==> config.mk <==
export PLATFORM = sky130hd
export DESIGN_NAME = mtm_alu_ctrl_flat
export DESIGN_NICKNAME = d
export VERILOG_FILES = /design/src/rtl/mtm_alu_pkg.sv /design/src/rtl/mtm_alu_ctrl_if.sv /design/src/rtl/mtm_alu_crc3.sv /design/src/rtl/mtm_alu_ctrl.sv /design/src/flat_wrapper.sv
export SDC_FILE = /design/constraint.sdc
export NUM_CORES = 1
export LEC_CHECK = 0
export BUFFER_PORTS_ARGS = -buffer_cell sky130_fd_sc_hd__buf_2
export CORE_UTILIZATION = 50
export CTS_BUF_LIST = sky130_fd_sc_hd__clkbuf_2
export DETAILED_ROUTE_END_ITERATION = 16
export HOLD_SLACK_MARGIN = 0.03
export MAX_ROUTING_LAYER = met4
export PLACE_DENSITY = 0.78
export RECOVER_POWER = 50
export SYNTH_ARGS = -nofsm -noshare
export SYNTH_HDL_FRONTEND = slang
export SYNTH_SLANG_ARGS = --single-unit
==> constraint.sdc <==
create_clock -name clk -period 2.7 [get_ports clk]
set_input_delay 0.27 -clock clk [delete_from_list [all_inputs] [get_ports clk]]
set_output_delay 0.27 -clock clk [all_outputs]
set_load 0.05 [all_outputs]
==> src/rtl/mtm_alu_pkg.sv <==
`default_nettype none
// ============================================================================
// Module   : mtm_alu_pkg
// Brief    : Shared encodings for the MTM ALU command sequencer.
// Revision : 1.0
// ============================================================================
package mtm_alu_pkg;

    localparam logic [2:0] ST_IDLE  = 3'd0;
    localparam logic [2:0] ST_CHECK = 3'd1;
    localparam logic [2:0] ST_EXEC  = 3'd2;
    localparam logic [2:0] ST_WAIT  = 3'd3;
    localparam logic [2:0] ST_PACK  = 3'd4;
    localparam logic [2:0] ST_SEND  = 3'd5;

    typedef enum logic [2:0] {
        OP_AND = 3'b000,
        OP_OR  = 3'b001,
        OP_ADD = 3'b100,
        OP_SUB = 3'b101
    } alu_op_e;

    localparam logic [5:0] ERR_DATA = 6'b100100;
    localparam logic [5:0] ERR_CRC  = 6'b010010;
    localparam logic [5:0] ERR_OP   = 6'b001001;

    localparam int FLAG_CARRY    = 3;
    localparam int FLAG_OVERFLOW = 2;
    localparam int FLAG_ZERO     = 1;
    localparam int FLAG_NEGATIVE = 0;

    // x^3 + x + 1 with the implicit x^3 term dropped
    localparam logic [2:0] CRC3_POLY = 3'b011;

    typedef struct packed {
        logic carry;
        logic overflow;
        logic zero;
        logic negative;
    } alu_flags_t;

    function automatic logic is_valid_op(input logic [2:0] op);
        case (op)
            OP_AND, OP_OR, OP_ADD, OP_SUB: return 1'b1;
            default:                       return 1'b0;
        endcase
    endfunction

endpackage
`default_nettype wire

==> src/rtl/mtm_alu_ctrl_if.sv <==
`default_nettype none
// ============================================================================
// Module   : mtm_alu_ctrl_if
// Brief    : Deserializer, ALU and serializer signals around the sequencer.
// Revision : 1.0
// ============================================================================
interface mtm_alu_ctrl_if;

    logic        deser_valid;
    logic        deser_ready;
    logic [31:0] deser_A;
    logic [31:0] deser_B;
    logic [2:0]  deser_op;
    logic [5:0]  deser_err;

    logic        alu_start;
    logic [31:0] alu_A;
    logic [31:0] alu_B;
    logic [2:0]  alu_op;
    logic        alu_done;
    logic [31:0] alu_result;
    logic [3:0]  alu_flags;

    logic        ser_valid;
    logic        ser_ready;
    logic        ser_is_err;
    logic [31:0] ser_data;
    logic [7:0]  ser_ctl;

    // slave: the sequencer itself; master: everything around it
    modport slave (
        input  deser_valid, deser_A, deser_B, deser_op, deser_err,
        input  alu_done, alu_result, alu_flags,
        input  ser_ready,
        output deser_ready,
        output alu_start, alu_A, alu_B, alu_op,
        output ser_valid, ser_is_err, ser_data, ser_ctl
    );

    modport master (
        output deser_valid, deser_A, deser_B, deser_op, deser_err,
        output alu_done, alu_result, alu_flags,
        output ser_ready,
        input  deser_ready,
        input  alu_start, alu_A, alu_B, alu_op,
        input  ser_valid, ser_is_err, ser_data, ser_ctl
    );

endinterface
`default_nettype wire

==> src/rtl/mtm_alu_crc3.sv <==
`default_nettype none
// ============================================================================
// Module   : mtm_alu_crc3
// Brief    : Combinational CRC3 over 37 bits, MSB first, init 3'b000.
// Revision : 1.0
// ============================================================================
module mtm_alu_crc3
    import mtm_alu_pkg::*;
(
    input  wire logic [36:0] i_data,
    output logic      [2:0]  o_crc
);

    logic [2:0] w_acc;
    logic       w_fb;

    always_comb begin
        w_acc = 3'b000;
        w_fb  = 1'b0;
        for (int i = 36; i >= 0; i--) begin
            w_fb  = w_acc[2] ^ i_data[i];
            w_acc = {w_acc[1:0], 1'b0} ^ (w_fb ? CRC3_POLY : 3'b000);
        end
        o_crc = w_acc;
    end

endmodule
`default_nettype wire

==> src/rtl/mtm_alu_ctrl.sv <==
`default_nettype none
// ============================================================================
// Module   : mtm_alu_ctrl
// Brief    : Command sequencer: validate, launch ALU with timeout, frame reply.
// Revision : 1.0
// ============================================================================
module mtm_alu_ctrl
    import mtm_alu_pkg::*;
#(
    parameter int ALU_TIMEOUT = 16,
    parameter int CNT_W       = 8
) (
    input  wire logic      clk,
    input  wire logic      rst,
    mtm_alu_ctrl_if.slave  bus
);

    localparam logic [CNT_W-1:0] c_timeout = CNT_W'(ALU_TIMEOUT);
    localparam logic [CNT_W-1:0] c_one     = CNT_W'(1);

    logic [2:0]       r_state;
    logic             r_deser_ready;
    logic [31:0]      r_a;
    logic [31:0]      r_b;
    logic [2:0]       r_op;
    logic [5:0]       r_err;
    logic             r_alu_start;
    logic [CNT_W-1:0] r_cnt;
    logic [31:0]      r_result;
    alu_flags_t       r_flags;
    logic             r_ser_valid;
    logic             r_ser_is_err;
    logic [31:0]      r_ser_data;
    logic [7:0]       r_ser_ctl;

    logic [CNT_W-1:0] w_cnt_next;
    logic [2:0]       w_crc;
    logic             w_err_par;

    assign w_cnt_next = r_cnt + c_one;
    assign w_err_par  = ^{1'b1, r_err};

    mtm_alu_crc3 u_crc (
        .i_data ({r_result, 1'b0, r_flags}),
        .o_crc  (w_crc)
    );

    always_ff @(posedge clk) begin
        if (rst) begin
            r_state       <= ST_IDLE;
            r_deser_ready <= 1'b1;
            r_a           <= '0;
            r_b           <= '0;
            r_op          <= '0;
            r_err         <= '0;
            r_alu_start   <= 1'b0;
            r_cnt         <= '0;
            r_result      <= '0;
            r_flags       <= '0;
            r_ser_valid   <= 1'b0;
            r_ser_is_err  <= 1'b0;
            r_ser_data    <= '0;
            r_ser_ctl     <= '0;
        end else begin
            r_alu_start <= 1'b0;
            case (r_state)
                ST_IDLE: begin
                    if (bus.deser_valid) begin
                        r_a           <= bus.deser_A;
                        r_b           <= bus.deser_B;
                        r_op          <= bus.deser_op;
                        r_err         <= bus.deser_err;
                        r_deser_ready <= 1'b0;
                        r_state       <= ST_CHECK;
                    end
                end
                ST_CHECK: begin
                    // Deserializer errors outrank an illegal opcode
                    if (r_err != 6'd0) begin
                        r_state <= ST_PACK;
                    end else if (!is_valid_op(r_op)) begin
                        r_err   <= ERR_OP;
                        r_state <= ST_PACK;
                    end else begin
                        r_alu_start <= 1'b1;
                        r_state     <= ST_EXEC;
                    end
                end
                ST_EXEC: begin
                    r_cnt   <= '0;
                    r_state <= ST_WAIT;
                end
                ST_WAIT: begin
                    r_cnt <= w_cnt_next;
                    // A done on the final cycle beats the timeout
                    if (bus.alu_done) begin
                        r_result <= bus.alu_result;
                        r_flags  <= bus.alu_flags;
                        r_state  <= ST_PACK;
                    end else if (w_cnt_next == c_timeout) begin
                        r_err   <= ERR_DATA;
                        r_state <= ST_PACK;
                    end
                end
                ST_PACK: begin
                    if (r_err != 6'd0) begin
                        r_ser_data   <= '0;
                        r_ser_ctl    <= {1'b1, r_err, w_err_par};
                        r_ser_is_err <= 1'b1;
                    end else begin
                        r_ser_data   <= r_result;
                        r_ser_ctl    <= {1'b0, r_flags, w_crc};
                        r_ser_is_err <= 1'b0;
                    end
                    r_ser_valid <= 1'b1;
                    r_state     <= ST_SEND;
                end
                ST_SEND: begin
                    if (bus.ser_ready) begin
                        r_ser_valid   <= 1'b0;
                        r_deser_ready <= 1'b1;
                        r_state       <= ST_IDLE;
                    end
                end
                default: begin
                    r_deser_ready <= 1'b1;
                    r_ser_valid   <= 1'b0;
                    r_state       <= ST_IDLE;
                end
            endcase
        end
    end

    assign bus.deser_ready = r_deser_ready;
    assign bus.alu_start   = r_alu_start;
    assign bus.alu_A       = r_a;
    assign bus.alu_B       = r_b;
    assign bus.alu_op      = r_op;
    assign bus.ser_valid   = r_ser_valid;
    assign bus.ser_is_err  = r_ser_is_err;
    assign bus.ser_data    = r_ser_data;
    assign bus.ser_ctl     = r_ser_ctl;

endmodule
`default_nettype wire

==> src/flat_wrapper.sv <==
// flat-port wrapper written by rule: the top's interface ports become plain ports
module mtm_alu_ctrl_flat import mtm_alu_pkg::*;
#(
    parameter int ALU_TIMEOUT = 16,
    parameter int CNT_W       = 8
)
  (clk, rst, bus_deser_valid, bus_deser_A, bus_deser_B, bus_deser_op, bus_deser_err, bus_alu_done, bus_alu_result, bus_alu_flags, bus_ser_ready, bus_deser_ready, bus_alu_start, bus_alu_A, bus_alu_B, bus_alu_op, bus_ser_valid, bus_ser_is_err, bus_ser_data, bus_ser_ctl);
  mtm_alu_ctrl_if bus_i ();
  input  wire logic clk;
  input  wire logic rst;
  input wire logic [$bits(bus_i.deser_valid)-1:0] bus_deser_valid;
  input wire logic [$bits(bus_i.deser_A)-1:0] bus_deser_A;
  input wire logic [$bits(bus_i.deser_B)-1:0] bus_deser_B;
  input wire logic [$bits(bus_i.deser_op)-1:0] bus_deser_op;
  input wire logic [$bits(bus_i.deser_err)-1:0] bus_deser_err;
  input wire logic [$bits(bus_i.alu_done)-1:0] bus_alu_done;
  input wire logic [$bits(bus_i.alu_result)-1:0] bus_alu_result;
  input wire logic [$bits(bus_i.alu_flags)-1:0] bus_alu_flags;
  input wire logic [$bits(bus_i.ser_ready)-1:0] bus_ser_ready;
  output wire logic [$bits(bus_i.deser_ready)-1:0] bus_deser_ready;
  output wire logic [$bits(bus_i.alu_start)-1:0] bus_alu_start;
  output wire logic [$bits(bus_i.alu_A)-1:0] bus_alu_A;
  output wire logic [$bits(bus_i.alu_B)-1:0] bus_alu_B;
  output wire logic [$bits(bus_i.alu_op)-1:0] bus_alu_op;
  output wire logic [$bits(bus_i.ser_valid)-1:0] bus_ser_valid;
  output wire logic [$bits(bus_i.ser_is_err)-1:0] bus_ser_is_err;
  output wire logic [$bits(bus_i.ser_data)-1:0] bus_ser_data;
  output wire logic [$bits(bus_i.ser_ctl)-1:0] bus_ser_ctl;
  assign bus_i.deser_valid = bus_deser_valid;
  assign bus_i.deser_A = bus_deser_A;
  assign bus_i.deser_B = bus_deser_B;
  assign bus_i.deser_op = bus_deser_op;
  assign bus_i.deser_err = bus_deser_err;
  assign bus_i.alu_done = bus_alu_done;
  assign bus_i.alu_result = bus_alu_result;
  assign bus_i.alu_flags = bus_alu_flags;
  assign bus_i.ser_ready = bus_ser_ready;
  assign bus_deser_ready = bus_i.deser_ready;
  assign bus_alu_start = bus_i.alu_start;
  assign bus_alu_A = bus_i.alu_A;
  assign bus_alu_B = bus_i.alu_B;
  assign bus_alu_op = bus_i.alu_op;
  assign bus_ser_valid = bus_i.ser_valid;
  assign bus_ser_is_err = bus_i.ser_is_err;
  assign bus_ser_data = bus_i.ser_data;
  assign bus_ser_ctl = bus_i.ser_ctl;
  mtm_alu_ctrl #(.ALU_TIMEOUT(ALU_TIMEOUT), .CNT_W(CNT_W)) u_core (.clk(clk), .rst(rst), .bus(bus_i));
endmodule
==> Word-level counts from Yosys, hierarchy flattened <==
Index checks and enable logic that the tools add are counted.
{ "word_totals": {"reg_bits": 164, "in_bits": 114, "output_inout_bits": 111, "elab_cells": 188} }
{ "classes": {"addsub": 1, "eq_ne": 16, "muxes": 64, "bitwise_logic": 74, "reduce_logical": 16} }
{ "ops": {"columns": ["operator", "n"], "rows": [
  ["$xor A3 B2 Y3", 36],
  ["$mux W2", 37],
  ["$xor A1 B1 Y1", 34],
  ["$mux W32", 1],
  ["$mux W6", 5],
  ["$mux W3", 6],
  ["$pmux W3 S6", 1],
  ["$pmux W6 S3", 1],
  ["$pmux W8 S2", 1],
  ["$eq A3 B3 Y1 const B", 4],
  ["$reduce_or A4 Y1", 3],
  ["$ne A2 B2 Y1 const B", 5],
  ["$mux W1", 9],
  ["$add A8 B1 Y8 const B", 1],
  ["$eq A8 B5 Y1 const B", 1],
  ["$mux W8", 1],
  ["$reduce_xor A7 Y1", 1],
  ["$eq A3 B1 Y1 const B", 2],
  ["$eq A3 B2 Y1 const B", 2],
  ["$logic_not A3 Y1", 2],
  ["$pmux W1 S3", 2],
  ["$reduce_and A2 Y1", 3],
  ["$reduce_and A3 Y1", 2],
  ["$reduce_and A6 Y1", 1],
  ["other kinds (8)", 10]
]} }

==> Depth between registers and ports, before layout <==
{ "logic_depth": {"word_depth": 108, "depth_mapped": 9, "depth_no_buf": 7} }

==> Cells and area by module <==
From an unflattened synthesis, not the netlist that was laid out.
{ "hier_totals": {"hier_cells": 781, "area_unflattened_um2": 6595.1} }
{ "by_module_without_submodules": {"columns": ["module", "n_inst", "cells_per_inst", "area_per_inst_um2", "seq_area_each_um2"], "rows": [
  ["mtm_alu_ctrl", 1, 744, 6165.9, 3263.1],
  ["mtm_alu_crc3", 1, 37, 429.2, 0.0]
]} }

==> Worst setup path after synthesis <==
OpenSTA, ideal clock, no wires.
{ "synth_path": {"path_kind": "register to register", "startpoint": "reg u_core.r_result[16]", "endpoint": "reg u_core.r_ser_ctl[0] (netlist: u_core.bus.ser_ctl[0])", "setup_time_ns": 0.086, "t_arrival_ns": 1.886, "required_ns": 2.614, "path_slack_ns": 0.728, "path_stages_with_launch": 7, "path_buffers": 0, "synth_period_minus_slack_ns": 1.972, "cell_sequence": "dfxtp_1 xnor3_1 xnor3_2 xnor3_1 xnor2_2 xor2_1 a211oi_1"} }
{ "synth_between": {"elab_chain_cells": 45, "word_cells_on_any_way": 62, "classes_between": "21 x mux; 41 x bitwise"} }
{ "synth_rtl": {"columns": ["element", "line_no", "rtl"], "rows": [
  ["from (decl)", "mtm_alu_ctrl.sv:29", "logic [31:0] r_result;"],
  ["from (signal assigned)", "mtm_alu_ctrl.sv:97", "r_result <= bus.alu_result;"],
  ["$xor A1 B1 Y1 *", "mtm_alu_crc3.sv:21", "w_fb = w_acc[2] ^ i_data[i];"],
  ["$mux W2 *", "mtm_alu_crc3.sv:22", "w_acc = {w_acc[1:0], 1'b0} ^ (w_fb ? CRC3_POLY : 3'b000);"],
  ["$xor A3 B2 Y3 * (2 in a row)", "mtm_alu_crc3.sv:22", null],
  ["$xor A1 B1 Y1", "mtm_alu_crc3.sv:21", null],
  ["$mux W2", "mtm_alu_crc3.sv:22", null],
  ["$xor A3 B2 Y3 * (2 in a row)", "mtm_alu_crc3.sv:22", null],
  ["$xor A1 B1 Y1", "mtm_alu_crc3.sv:21", null],
  ["$mux W2", "mtm_alu_crc3.sv:22", null],
  ["(+24 left out)", null, null],
  ["$xor A3 B2 Y3 * (2 in a row)", "mtm_alu_crc3.sv:22", null],
  ["$xor A1 B1 Y1 / $xor A3 B2 Y3 (equally long branches)", "mtm_alu_crc3.sv:21, mtm_alu_crc3.sv:22", null],
  ["$mux W2 / $xor A1 B1 Y1 (equally long branches)", "mtm_alu_crc3.sv:22, mtm_alu_crc3.sv:21", null],
  ["$xor A3 B2 Y3 * (3 in a row)", "mtm_alu_crc3.sv:22", null],
  ["$xor A1 B1 Y1 *", "mtm_alu_crc3.sv:21", null],
  ["$mux W2 *", "mtm_alu_crc3.sv:22", null],
  ["$xor A3 B2 Y3 *", "mtm_alu_crc3.sv:22", null],
  ["$mux W8 *", "mtm_alu_ctrl.sv:106", "if (r_err != 6'd0) begin"],
  ["to (signal assigned)", "mtm_alu_ctrl.sv:108", "r_ser_ctl <= {1'b1, r_err, w_err_par};"],
  ["to (signal assigned)", "mtm_alu_ctrl.sv:112", "r_ser_ctl <= {1'b0, r_flags, w_crc};"],
  ["to (decl)", "mtm_alu_ctrl.sv:34", "logic [7:0] r_ser_ctl;"]
]} }
Mark *: on every way between the ends. The rest lies on a longest branch, timed or not.
A chain may end at the register's enable or synchronous reset.

==> Worst setup path after layout <==
{ "layout_path": {"startpoint": "reg u_core.r_err[4]", "endpoint": "reg u_core.r_err[1]"} }
{ "layout_between": {"elab_chain_cells": 3} }
{ "layout_rtl": {"columns": ["element", "line_no", "rtl"], "rows": [
  ["from (decl)", "mtm_alu_ctrl.sv:26", "logic [5:0] r_err;"],
  ["from (signal assigned)", "mtm_alu_ctrl.sv:72", "r_err <= bus.deser_err;"],
  ["$reduce_bool A6 Y1", "mtm_alu_ctrl.sv:79", "if (r_err != 6'd0) begin"],
  ["$ne A2 B2 Y1 (no line)", null, null],
  ["$reduce_and A6 Y1 (no line)", null, null]
]} }
No other way between the ends.

==> key figures <==
Status
  • Status: complete, no violations

Placed design
  • Pre-CTS WS: 0.5795 ns
  • GP Congestion: 0.7962
  • DP Cell Count: 1135
  • HPWL after detailed placement: 11690 um
  • Buffers added on ports: 224

Timing
  • Final count of pins violating max slew: 0
  • Slew Limit Headroom: 29.58%
  • Tcrit/Tclk final: 93.95%
  • RSZ-0062 raised after global routing: no
  • Final setup TNS: 0 ns
  • Final setup viols: 0
  • Setup ws final: 0.1632 ns
  • Fmax: 0.3942 GHz
  • Final Hold Fails: 0
  • Worst Tran Pin Value: 1.056 ns
  • Period minus WS final: 2.537 ns
  • Max Clock Skew: 0.01721 ns

Clocking
  • Sink Count: 163
  • Clock slew at reported path FFs: 0.22 ns
  • Max Root-Sink Buffers: 2
  • Number of post-CTS setup repair buffers: 0
  • Clk root buf: clkbuf_2
  • TritonCTS clock tree: done
  • TritonCTS Buffers: 17
  • Worst skew pair latency: 0.71 ns
  • H-tree lvl count: 4

Cells and area
  • Area taken by multi-input logic gates: 2908 sq um
  • Area Growth Syn to Fin: 40.67%
  • Ratio of cells with drive above 1 in the final layout: 15.06%
  • Filler cell count: 992
  • Finished Layout Cells: 1281
  • N_diodes: 0
  • FF/Latch Area: 3263 sq um
  • Nets: 1214

Detailed routing
  • TritonRoute pass-1 iters: 7
  • DRC: 0
  • Total Wirelength: 19740 um
  • Avg WL per Cell: 15.41 um
  • Via count: 6589
  • Post-DRT Antenna Nets: 0
  • First DRT Iteration DRCs: 474
  • Via/cell ratio: 5.144

Synthesis
  • Sequential area share after synthesis: 50.88%
  • Top post-synthesis cells by area: dfxtp_1 51%, nand2_1 13%, a21oi_1 9.4%, a22oi_1 3.9%, nor2_1 3.7%
  • Warnings, synthesis: 0
  • Post-synth cell types: 40
  • Synth area leader: dfxtp_1
  • Synth Net Count: 899
  • Proportion of netlist area held by the largest area contributor: 50.88%
  • Mapped Cells: 781
  • Mapped Area: 6414 sq um
  • Avg Inst Size Synth: 8.212 sq um
  • Seq cells post-synth: 163

Hold path
  • Worst hold path cell count: 5
  • Hold Path Class: in -> reg

GRT
  • Initial antenna violation count: 0
  • GRT Total Usage: 30.65%
  • First-pass GRT wire length: 30450 um
  • Grt ovf: 0
  • Vias in the first global route: 6333
  • Largest net degree at the start of global routing: 74

Critical path
  • Crit path max-delay cell type: dlygate4sd3_1
  • FF-to-FF path depth: 8
  • Critical path type: reg -> reg
  • CP Data Arrival Time: 3.20 ns
  • Setup crit end kind: register
  • WP data required: 3.36 ns
  • Startpoint types: register
  • Critical path fanouts, max: 11
  • Critical-path cell list: inv_1 > ha_1 > and3_1 > a21oi_1 > a311o_1 > mux2_2 > nor2_1 > dlygate4sd3_1
  • Worst path max stage delay: 0.56 ns

Die
  • Die W: 115.3 um
  • Initial core utilization: 51.03%
  • DIE AREA: 13280 sq um
  • Row count: 41
  • Io pins: 225
  • Core ar.: 12570 sq um
  • Die Y: 115.3 um

Power and ir drop
  • Leak: 3.543 nW
  • Peak supply drop: 624.9 uV
  • PD cells: 858.7 nW/um^2

Run
  • Max-cap violations: 0
## stage by stage
| step | power [mW] | utilization (%) | hold WS [ns] | area (sq um) |
|---|---|---|---|---|
| final | 7.748 | 71.79 | 0.1343 | 9022 |
| after global routing | 8.141 | 71.79 | 0.05854 | 9022 |
| after CTS | 7.801 | 73.02 | 0.03261 | 9178 |
| after detailed placement | 6.023 | 61.37 | 0.4430 | 7714 |
| after global placement | 5.979 | 61.37 | 0.4387 | 7714 |
| after floorplan | 5.273 | - | 0.4060 | 6414 |
## repair_timing
| item | 4_1_cts | 5_1_grt |
|---|---|---|
| gates resized for setup | 0 | 1 |
| hold buffers | 114 | 0 |
| hold endpoints to repair | 129 | 0 |
| setup endpoints to repair | 0 | 1 |
## state kept, by name, indices dropped and copies added (netlist names)
register and count:
u_core.bus.ser_data 32, u_core.r_err 6, u_core.bus.ser_valid 1, u_core.r_flags 4, u_core.r_cnt 8, u_core.r_result 32, u_core.bus.alu_op 3, u_core.bus.alu_A 32
u_core.bus.deser_ready 1, u_core.bus.alu_B 32, u_core.bus.alu_start 1, u_core.bus.ser_is_err 1, u_core.r_state 3, u_core.bus.ser_ctl 7
## cell type report
cell class | instances | area share, %
Clock inverter | 15 | 2.635
Multi-Input combinational cell | 553 | 32.23
Sequential cell | 163 | 36.17
Inverter | 9 | 0.3744
Timing Repair Buffer | 352 | 25.27
Tap cell | 172 | 2.385
Clock buffer | 17 | 0.9430
## power by group
part           internal (mW)  leakage [nW]  switching [mW]
registers               2.73          1.32           0.219
clock network          0.784         0.173           0.856
logic                  0.988          2.05            2.17
## cells in the mapped netlist
master	instances
nand2_1	228
dfxtp_1	163
a21oi_1	121
nor2_1	63
clkbuf_1	50
a22oi_1	33
xnor2_1	25
inv_1	9
nand3_1	7
nor3_1	7
nand2b_1	6
xnor3_1	6
xor2_1	6
a211oi_1	5
and3_1	5
o21ai_0	5
buf_1	4
ha_1	4
a221oi_1	3
a31oi_1	3
o21a_1	3
a2bb2oi_1	2
mux2_2	2
nand3b_1	2
nor4_1	2
o22ai_1	2
xnor3_2	2
a211oi_2	1
a21o_1	1
a221o_1	1
a311o_1	1
a31o_2	1
buf_2	1
buf_4	1
mux2i_1	1
nor2b_1	1
o21bai_1	1
o31ai_1	1
or3_1	1
xnor2_2	1
## routing by layer
| layer | up-vias | share of wire (%) | track usage [%] |
|---|---|---|---|
| li1 | 3219 | - | - |
| met1 | 3066 | 42 | 36.75 |
| met2 | 254 | 49 | 48.84 |
| met3 | 50 | 6.0 | 7.749 |
| met4 | 0 | 2.8 | 13.16 |
| met5 | - | 0 | - |
## placed cells by master, fill, tap and decap left out, drive strengths merged, types with 8 or more instances in the layout
cell | synthesis | routed
nor2 | 63 | 63
a22oi | 33 | 33
nand2 | 228 | 228
xnor2 | 26 | 26
buf | 6 | 126
dlygate4sd3 | 0 | 114
inv | 9 | 9
dfxtp | 163 | 163
a21oi | 121 | 121
clkbuf | 50 | 129
xnor3 | 8 | 8
## cell families (layout without fill, tap and decap cells)
| family | after synthesis | count (layout) | share of synthesized area, % |
|---|---|---|---|
| adder cells (fa/ha/maj) | 4 | 4 | 0.7804 |
| buffers and inverters | 65 | 393 | 3.882 |
| AO/OA/AOI/OAI | 184 | 184 | 16.80 |
| multiplexers | 3 | 3 | 0.5072 |
| XOR/XNOR | 40 | 40 | 7.335 |
| flip-flops | 163 | 163 | 50.88 |
| AND/OR/NAND/NOR | 322 | 322 | 19.82 |
## path summary, 6_finish.rpt
check / slack (ns) / from / end
max: 0.16 / u_core.r_err[4] / u_core.r_err[1]
min reg2reg: 0.47 / u_core.bus.alu_B[7] / u_core.bus.alu_B[7]
max reg2reg: 0.16 / u_core.r_err[4] / u_core.r_err[1]
min: 0.13 / bus_alu_done / u_core.r_state[2]
## critical path: cells and delay by family (launching register included)
kind / cells / cell delay [ns]
AO/OA/AOI/OAI: 2 / 0.54
adder cells (fa/ha/maj): 1 / 0.17
buffers and inverters: 2 / 0.66
flip-flops: 1 / 0.35
multiplexers: 1 / 0.30
AND/OR/NAND/NOR: 2 / 0.46
No activity file was read; power rests on OpenSTA's default activity.
